### src/rtl/skeleton_frame_scheduler.sv
// skeleton_frame_scheduler: admits whole mask frames into the skeletonizer, tracks each one to completion
// and recovers a hung skeletonizer through a watchdog-driven local reset.
module skeleton_frame_scheduler #(
   parameter int HORIZONTAL_COUNT = 320,
   parameter int VERTICAL_COUNT = 180,
   parameter int TIMEOUT_CYCLES = 8_000_000,
   parameter int START_WINDOW = 4,
   parameter int COUNT_WIDTH = 16,
   localparam int HWIDTH = $clog2(HORIZONTAL_COUNT),
   localparam int VWIDTH = $clog2(VERTICAL_COUNT)
) (
   input  logic                   clk_in,
   input  logic                   rst_in,
   input  logic                   enable_in,
   input  logic [HWIDTH-1:0]      hcount_in,
   input  logic [VWIDTH-1:0]      vcount_in,
   input  logic                   pixel_in,
   input  logic                   pixel_valid_in,
   output logic [HWIDTH-1:0]      sk_hcount_out,
   output logic [VWIDTH-1:0]      sk_vcount_out,
   output logic                   sk_pixel_out,
   output logic                   sk_pixel_valid_out,
   output logic                   sk_rst_out,
   input  logic                   sk_busy_in,
   input  logic                   sk_valid_in,
   input  logic [HWIDTH-1:0]      sk_hcount_in,
   input  logic [VWIDTH-1:0]      sk_vcount_in,
   output logic                   frame_done_out,
   output logic                   timeout_out,
   output logic [COUNT_WIDTH-1:0] frames_accepted_out,
   output logic [COUNT_WIDTH-1:0] frames_dropped_out,
   output logic [2:0]             state_out
);
   localparam int WWIDTH = $clog2(TIMEOUT_CYCLES + 1);
   localparam logic [2:0] IDLE = 3'd0, LOAD = 3'd1, WAIT_START = 3'd2, RUN = 3'd3, DONE = 3'd4, RECOVER = 3'd5;
   localparam logic [HWIDTH-1:0] H_LAST = HWIDTH'(HORIZONTAL_COUNT - 1);
   localparam logic [VWIDTH-1:0] V_LAST = VWIDTH'(VERTICAL_COUNT - 1);
   localparam logic [WWIDTH-1:0] WD_START = WWIDTH'(START_WINDOW - 1);
   localparam logic [WWIDTH-1:0] WD_LIMIT = WWIDTH'(TIMEOUT_CYCLES - 1);

   logic [2:0] state, state_nxt;
   logic [HWIDTH-1:0] exp_h, exp_h_nxt;
   logic [VWIDTH-1:0] exp_v, exp_v_nxt;
   logic [WWIDTH-1:0] wd;
   logic rec_second, frame_start, match, last_in, last_out, fwd, accept, drop, expire;

   assign frame_start = pixel_valid_in && hcount_in == '0 && vcount_in == '0;
   assign match = pixel_valid_in && hcount_in == exp_h && vcount_in == exp_v;
   assign last_in = match && exp_h == H_LAST && exp_v == V_LAST;
   assign last_out = sk_valid_in && sk_hcount_in == H_LAST && sk_vcount_in == V_LAST;
   assign fwd = (state == IDLE && frame_start && enable_in) || (state == LOAD && match);
   assign accept = state == LOAD && last_in;
   assign drop = state == LOAD ? pixel_valid_in && !match : state != IDLE && frame_start;
   // the last output pixel outranks the watchdog when both land in the same RUN cycle
   assign expire = (state == WAIT_START && !sk_busy_in && wd == WD_START) ||
                   (state == RUN && !last_out && wd == WD_LIMIT);
   assign exp_h_nxt = exp_h == H_LAST ? '0 : exp_h + 1'b1;
   assign exp_v_nxt = exp_h != H_LAST ? exp_v : exp_v == V_LAST ? '0 : exp_v + 1'b1;

   always_comb begin
      state_nxt = state;
      case (state)
         IDLE:       state_nxt = fwd ? LOAD : IDLE;
         LOAD:       state_nxt = drop ? RECOVER : accept ? WAIT_START : LOAD;
         WAIT_START: state_nxt = sk_busy_in ? RUN : expire ? RECOVER : WAIT_START;
         RUN:        state_nxt = last_out ? DONE : expire ? RECOVER : RUN;
         DONE:       state_nxt = IDLE;
         RECOVER:    state_nxt = rec_second ? IDLE : RECOVER;
         default:    state_nxt = IDLE;
      endcase
   end

   always_ff @(posedge clk_in) begin
      if (rst_in) begin
         state <= IDLE;
         exp_h <= '0;
         exp_v <= '0;
         wd <= '0;
         rec_second <= 1'b0;
         sk_hcount_out <= '0;
         sk_vcount_out <= '0;
         sk_pixel_out <= 1'b0;
         sk_pixel_valid_out <= 1'b0;
         timeout_out <= 1'b0;
         frames_accepted_out <= '0;
         frames_dropped_out <= '0;
      end else begin
         state <= state_nxt;
         exp_h <= fwd ? exp_h_nxt : state == LOAD ? exp_h : '0;
         exp_v <= fwd ? exp_v_nxt : state == LOAD ? exp_v : '0;
         wd <= (state == WAIT_START || state == RUN) ? wd + 1'b1 : '0;
         rec_second <= state == RECOVER && !rec_second;
         sk_pixel_valid_out <= fwd;
         if (fwd) begin
            sk_hcount_out <= hcount_in;
            sk_vcount_out <= vcount_in;
            sk_pixel_out <= pixel_in;
         end
         timeout_out <= expire;
         if (accept && !(&frames_accepted_out)) frames_accepted_out <= frames_accepted_out + 1'b1;
         if (drop && !(&frames_dropped_out)) frames_dropped_out <= frames_dropped_out + 1'b1;
      end
   end

   assign sk_rst_out = state == RECOVER;
   assign frame_done_out = state == DONE;
   assign state_out = state;
endmodule

### config.mk
export PLATFORM = sky130hd
export DESIGN_NAME = skeleton_frame_scheduler
export DESIGN_NICKNAME = d
export VERILOG_FILES = /design/src/rtl/skeleton_frame_scheduler.sv
export SDC_FILE = /design/constraint.sdc
export NUM_CORES = 1
export LEC_CHECK = 0
export CAP_MARGIN = 20
export CORE_MARGIN = 4
export CORE_UTILIZATION = 40
export CTS_BUF_LIST = sky130_fd_sc_hd__clkbuf_8 sky130_fd_sc_hd__clkbuf_16
export CTS_CLUSTER_DIAMETER = 120
export DETAILED_ROUTE_END_ITERATION = 12
export PLACE_DENSITY = 0.73
export SYNTH_ARGS = -nofsm -noshare
export SYNTH_HDL_FRONTEND = slang
export SYNTH_SLANG_ARGS = --single-unit
### constraint.sdc
create_clock -name clk_in -period 2.93 [get_ports clk_in]
set_input_delay 0.586 -clock clk_in [delete_from_list [all_inputs] [get_ports clk_in]]
set_output_delay 0.586 -clock clk_in [all_outputs]
set_load 0.005 [all_outputs]
==> out/qor.csv <==
stage,metric,value,unit
outcome,status,"finished, final reports clean",
cts,CTS tree,done,
global_route,met3 Usage GRT,4.019,%
synthesis,syn nets,651,
floorplan,DIE HEIGHT,118.3,µm
global_route,GRT overflow,0,
timing,skew final,7.569,ps
global_route,initial antenna violation count,0,
synthesis,Mapped Avg Cell Area,8.037,µm²
power_and_ir_drop,Worst VDD drop,0.2583,mV
critical_path,crit path DAT,3040,ps
global_route,met2 Usage GRT,31.65,%
final_layout,final core occ,54.80,%
place,placed insts,856,
final_layout,Layout fillers,1106,
final_layout,layout cells sized above 1,8.540,%
final_layout,Multi-input gate area,2809,µm²
critical_path,crit path kind,flip-flop to flip-flop,
critical_path,largest fanout on the critical path,15,
synthesis,dominant cells by area after synthesis,"dfxtp_1 40%, nand2_1 6.0%, a21oi_1 5.5%, xnor2_1 4.3%, nor2_1 4.2%",
drt,Via Count,4999,
critical_path,crit start category,flip-flop,
power_and_ir_drop,P_leak,2.173,nW
floorplan,IO Count,98,
synthesis,"Primary FF master, synth",dfxtp_1,
synthesis,Post-Syn Area,4862,µm²
cts,Worst-Skew Late Latency,350,ps
final_layout,area growth from synthesis to layout,34.82,%
power_and_ir_drop,P_int,2.058,mW
synthesis,Cells after Synth,605,
floorplan,total core area,11960,µm²
floorplan,Die ar.,13980,µm²
global_route,first-pass GRT wire length,22.49,mm
power_and_ir_drop,clock network fraction of design power,45.9,%
synthesis,asr flop ratio synth,0,%
place,area post-placement,6231,µm²
cts,H-Tree Depth,3,
global_route,met1 GRT Util,24.37,%
power_and_ir_drop,register share of total power,49.7,%
final_layout,final-stage net count,767,
timing,Slew Limit Fails,0,
timing,Final setup viols,0,
timing,Fin Hold WS,424.0,ps
floorplan,Initial Util,40.65,%
cts,Sink Count,96,
timing,Slew headroom,40.75,%
power_and_ir_drop,Combinational Power Share,4.4,%
job,max-cap violation count,0,
synthesis,Ys Warns,0,
synthesis,post-synthesis sequential area ratio,39.53,%
synthesis,Synth top area share,39.53,%
synthesis,post-synthesis sequential element count,96,
global_route,GRT Max-Usage Layer,met2,
hold_path,worst min-delay path class,flip-flop to flip-flop,
timing,hold violation total from the final report,0,
power_and_ir_drop,sw frac,21.54,%
place,Port-buffer cells,97,
final_layout,diode count,0,
final_layout,sequential cell area,1922,µm²
synthesis,synth unique cells,55,
drt,Routed WL,13.35,mm
drt,Vias/cell,5.726,
final_layout,final cell count without fillers,873,
drt,initial drt markers,399,
synthesis,Post-synth EDFFs,0,
critical_path,Critical Path RT,3200,ps
timing,RSZ-0062 raised after global routing,false,
drt,DRT Pass-1 Iters,5,
global_route,vias in the first global route,4842,
place,DPL Wire Length,10.26,mm
floorplan,die width,118.3,µm
final_layout,Final Cell Area,6555,µm²
place,Placer Congestion,0.8995,
timing,Fmax,361.6,MHz
cts,clock tree buffer depth,2,
cts,clock-pin slew on the worst setup and hold paths,70,ps
timing,Worst Tran Pin Value,888.8,ps
drt,remaining antenna violation count,0,
cts,Num CTS Buffers,9,
synthesis,top cell type by total area after synthesis,dfxtp_1,
drt,routed len/inst,15.29,µm
cts,Root Driver,clkbuf_16,
timing,min Tclk post-route,2765,ps
floorplan,row cnt,40,
power_and_ir_drop,pwr dens,400.2,nW/µm²
global_route,largest net degree at the start of global routing,41,
timing,Final period util,94.38,%
drt,DR DRC count,0,
global_route,GRT Util Overall,19.04,%
power_and_ir_drop,switching power,0.5651,mW
critical_path,crit end category,flip-flop,
[synthesized netlist by cell type, types with 2 or more instances]
library cell  count
dfxtp_1          96
nand2_1          78
nor2_1           54
a21oi_1          53
nand3_1          38
clkbuf_1         25
xnor2_1          24
o31ai_1          19
nand4_1          18
or4_1            18
and3_1           16
nor3_1           15
xor2_1           14
inv_1            11
nor4_1           11
o21ai_1          10
or3_1            10
o21ai_0           9
a22oi_1           7
nand2b_1          7
and4_1            6
nor2b_1           6
nor4b_1           6
ha_1              5
mux2_1            5
a31oi_1           4
and2_1            3
buf_2             3
nor3b_1           3
nor4bb_1          2
o211ai_1          2
o21a_1            2
o31a_1            2
or4b_1            2
[final timing paths]
check | from | endpoint | slack, ps | depth (start not counted)
setup reg to reg | exp_h[1] | frames_accepted_out[13] | 160 | 7
setup / recovery | exp_h[1] | frames_accepted_out[13] | 160 | 7
hold / removal | rec_second | rec_second | 420 | 1
hold reg to reg | rec_second | rec_second | 420 | 1
[metrics by stage]
| stage | total power, mW | setup TNS (ps) | setup slack, ps |
|---|---|---|---|
| detailed placement | 1.448 | -1223 | -69.24 |
| floorplan | 1.370 | 0 | 243.0 |
| global placement | 1.447 | -91.96 | -13.80 |
| CTS | 2.648 | 0 | 3.766 |
| global route | 2.708 | 0 | 1.306 |
| finish | 2.624 | 0 | 164.8 |
[state kept, by name, summed over array words and instances (netlist names), 3 cells and up]
name / flops
sk_hcount_out: 9
sk_vcount_out: 8
frames_accepted_out: 16
exp_h: 9
exp_v: 8
frames_dropped_out: 16
wd: 23
state_out: 3
[routing by layer]
layer,up-vias,wire length (µm)
li1,2441,-
met1,2378,5959
met2,156,6292
met3,24,777
met4,0,318
met5,-,0
[what timing repair did]
action	in CTS	in global routing
setup endpoints to repair	0	14
gates resized for setup	0	2
buffers inserted	0	1
hold buffers	0	0
[layout make-up]
type | instances | share of cell area, %
clock buffer | 10 | 3.646
timing repair buffer | 134 | 19.74
inverter | 11 | 0.6299
multi-input combinational | 469 | 42.85
sequential | 96 | 29.32
tap | 147 | 2.806
clock inverter | 6 | 1.012
[power groups by stage]
stage,clock network [mW],logic (mW),registers (mW)
6_report,1.21,0.114,1.30
5_1_grt,1.28,0.123,1.30
4_1_cts,1.23,0.114,1.30
3_5_place_dp,0,0.114,1.33
3_3_place_gp,0,0.113,1.33
2_1_floorplan,0,0.0363,1.33
[cells in the final DEF, fill, tap and decap left out, drive strengths merged, types with 2 or more instances in the layout]
cell / count
a21oi: 53
a22oi: 7
a31oi: 4
and2: 3
and3: 16
and4: 6
buf: 38
clkbuf: 10
clkdlybuf4s50: 96
clkinv: 3
dfxtp: 96
ha: 5
inv: 13
mux2: 5
nand2: 78
nand2b: 7
nand3: 39
nand4: 18
nor2: 54
nor2b: 6
nor3: 15
nor3b: 3
nor4: 12
nor4b: 6
nor4bb: 2
o211ai: 2
o21a: 2
o21ai: 19
o31a: 2
o31ai: 19
or3: 10
or4: 18
or4b: 2
xnor2: 24
xor2: 14
[critical path, cell delays in order, from the launching register on]
cell	delay, ps
dfxtp_1	390
ha_1	230
nand4_1	180
or4b_4	590
a2111oi_4	380
nand3_4	210
or4_1	560
a21oi_1	160
[cells by family (layout without fill, tap and decap cells)]
family | after synthesis | count (layout) | synth area share [%]
AOI/OAI and AO/OA | 120 | 120 | 15.47
xor gates and xnor gates | 38 | 38 | 6.845
adders and majority gates | 5 | 5 | 1.287
buffers and inverters | 40 | 161 | 3.165
DFF | 96 | 96 | 39.53
muxes | 6 | 6 | 1.364
and+or+nand+nor | 300 | 300 | 32.35
(Power assumes the default switching activity.)
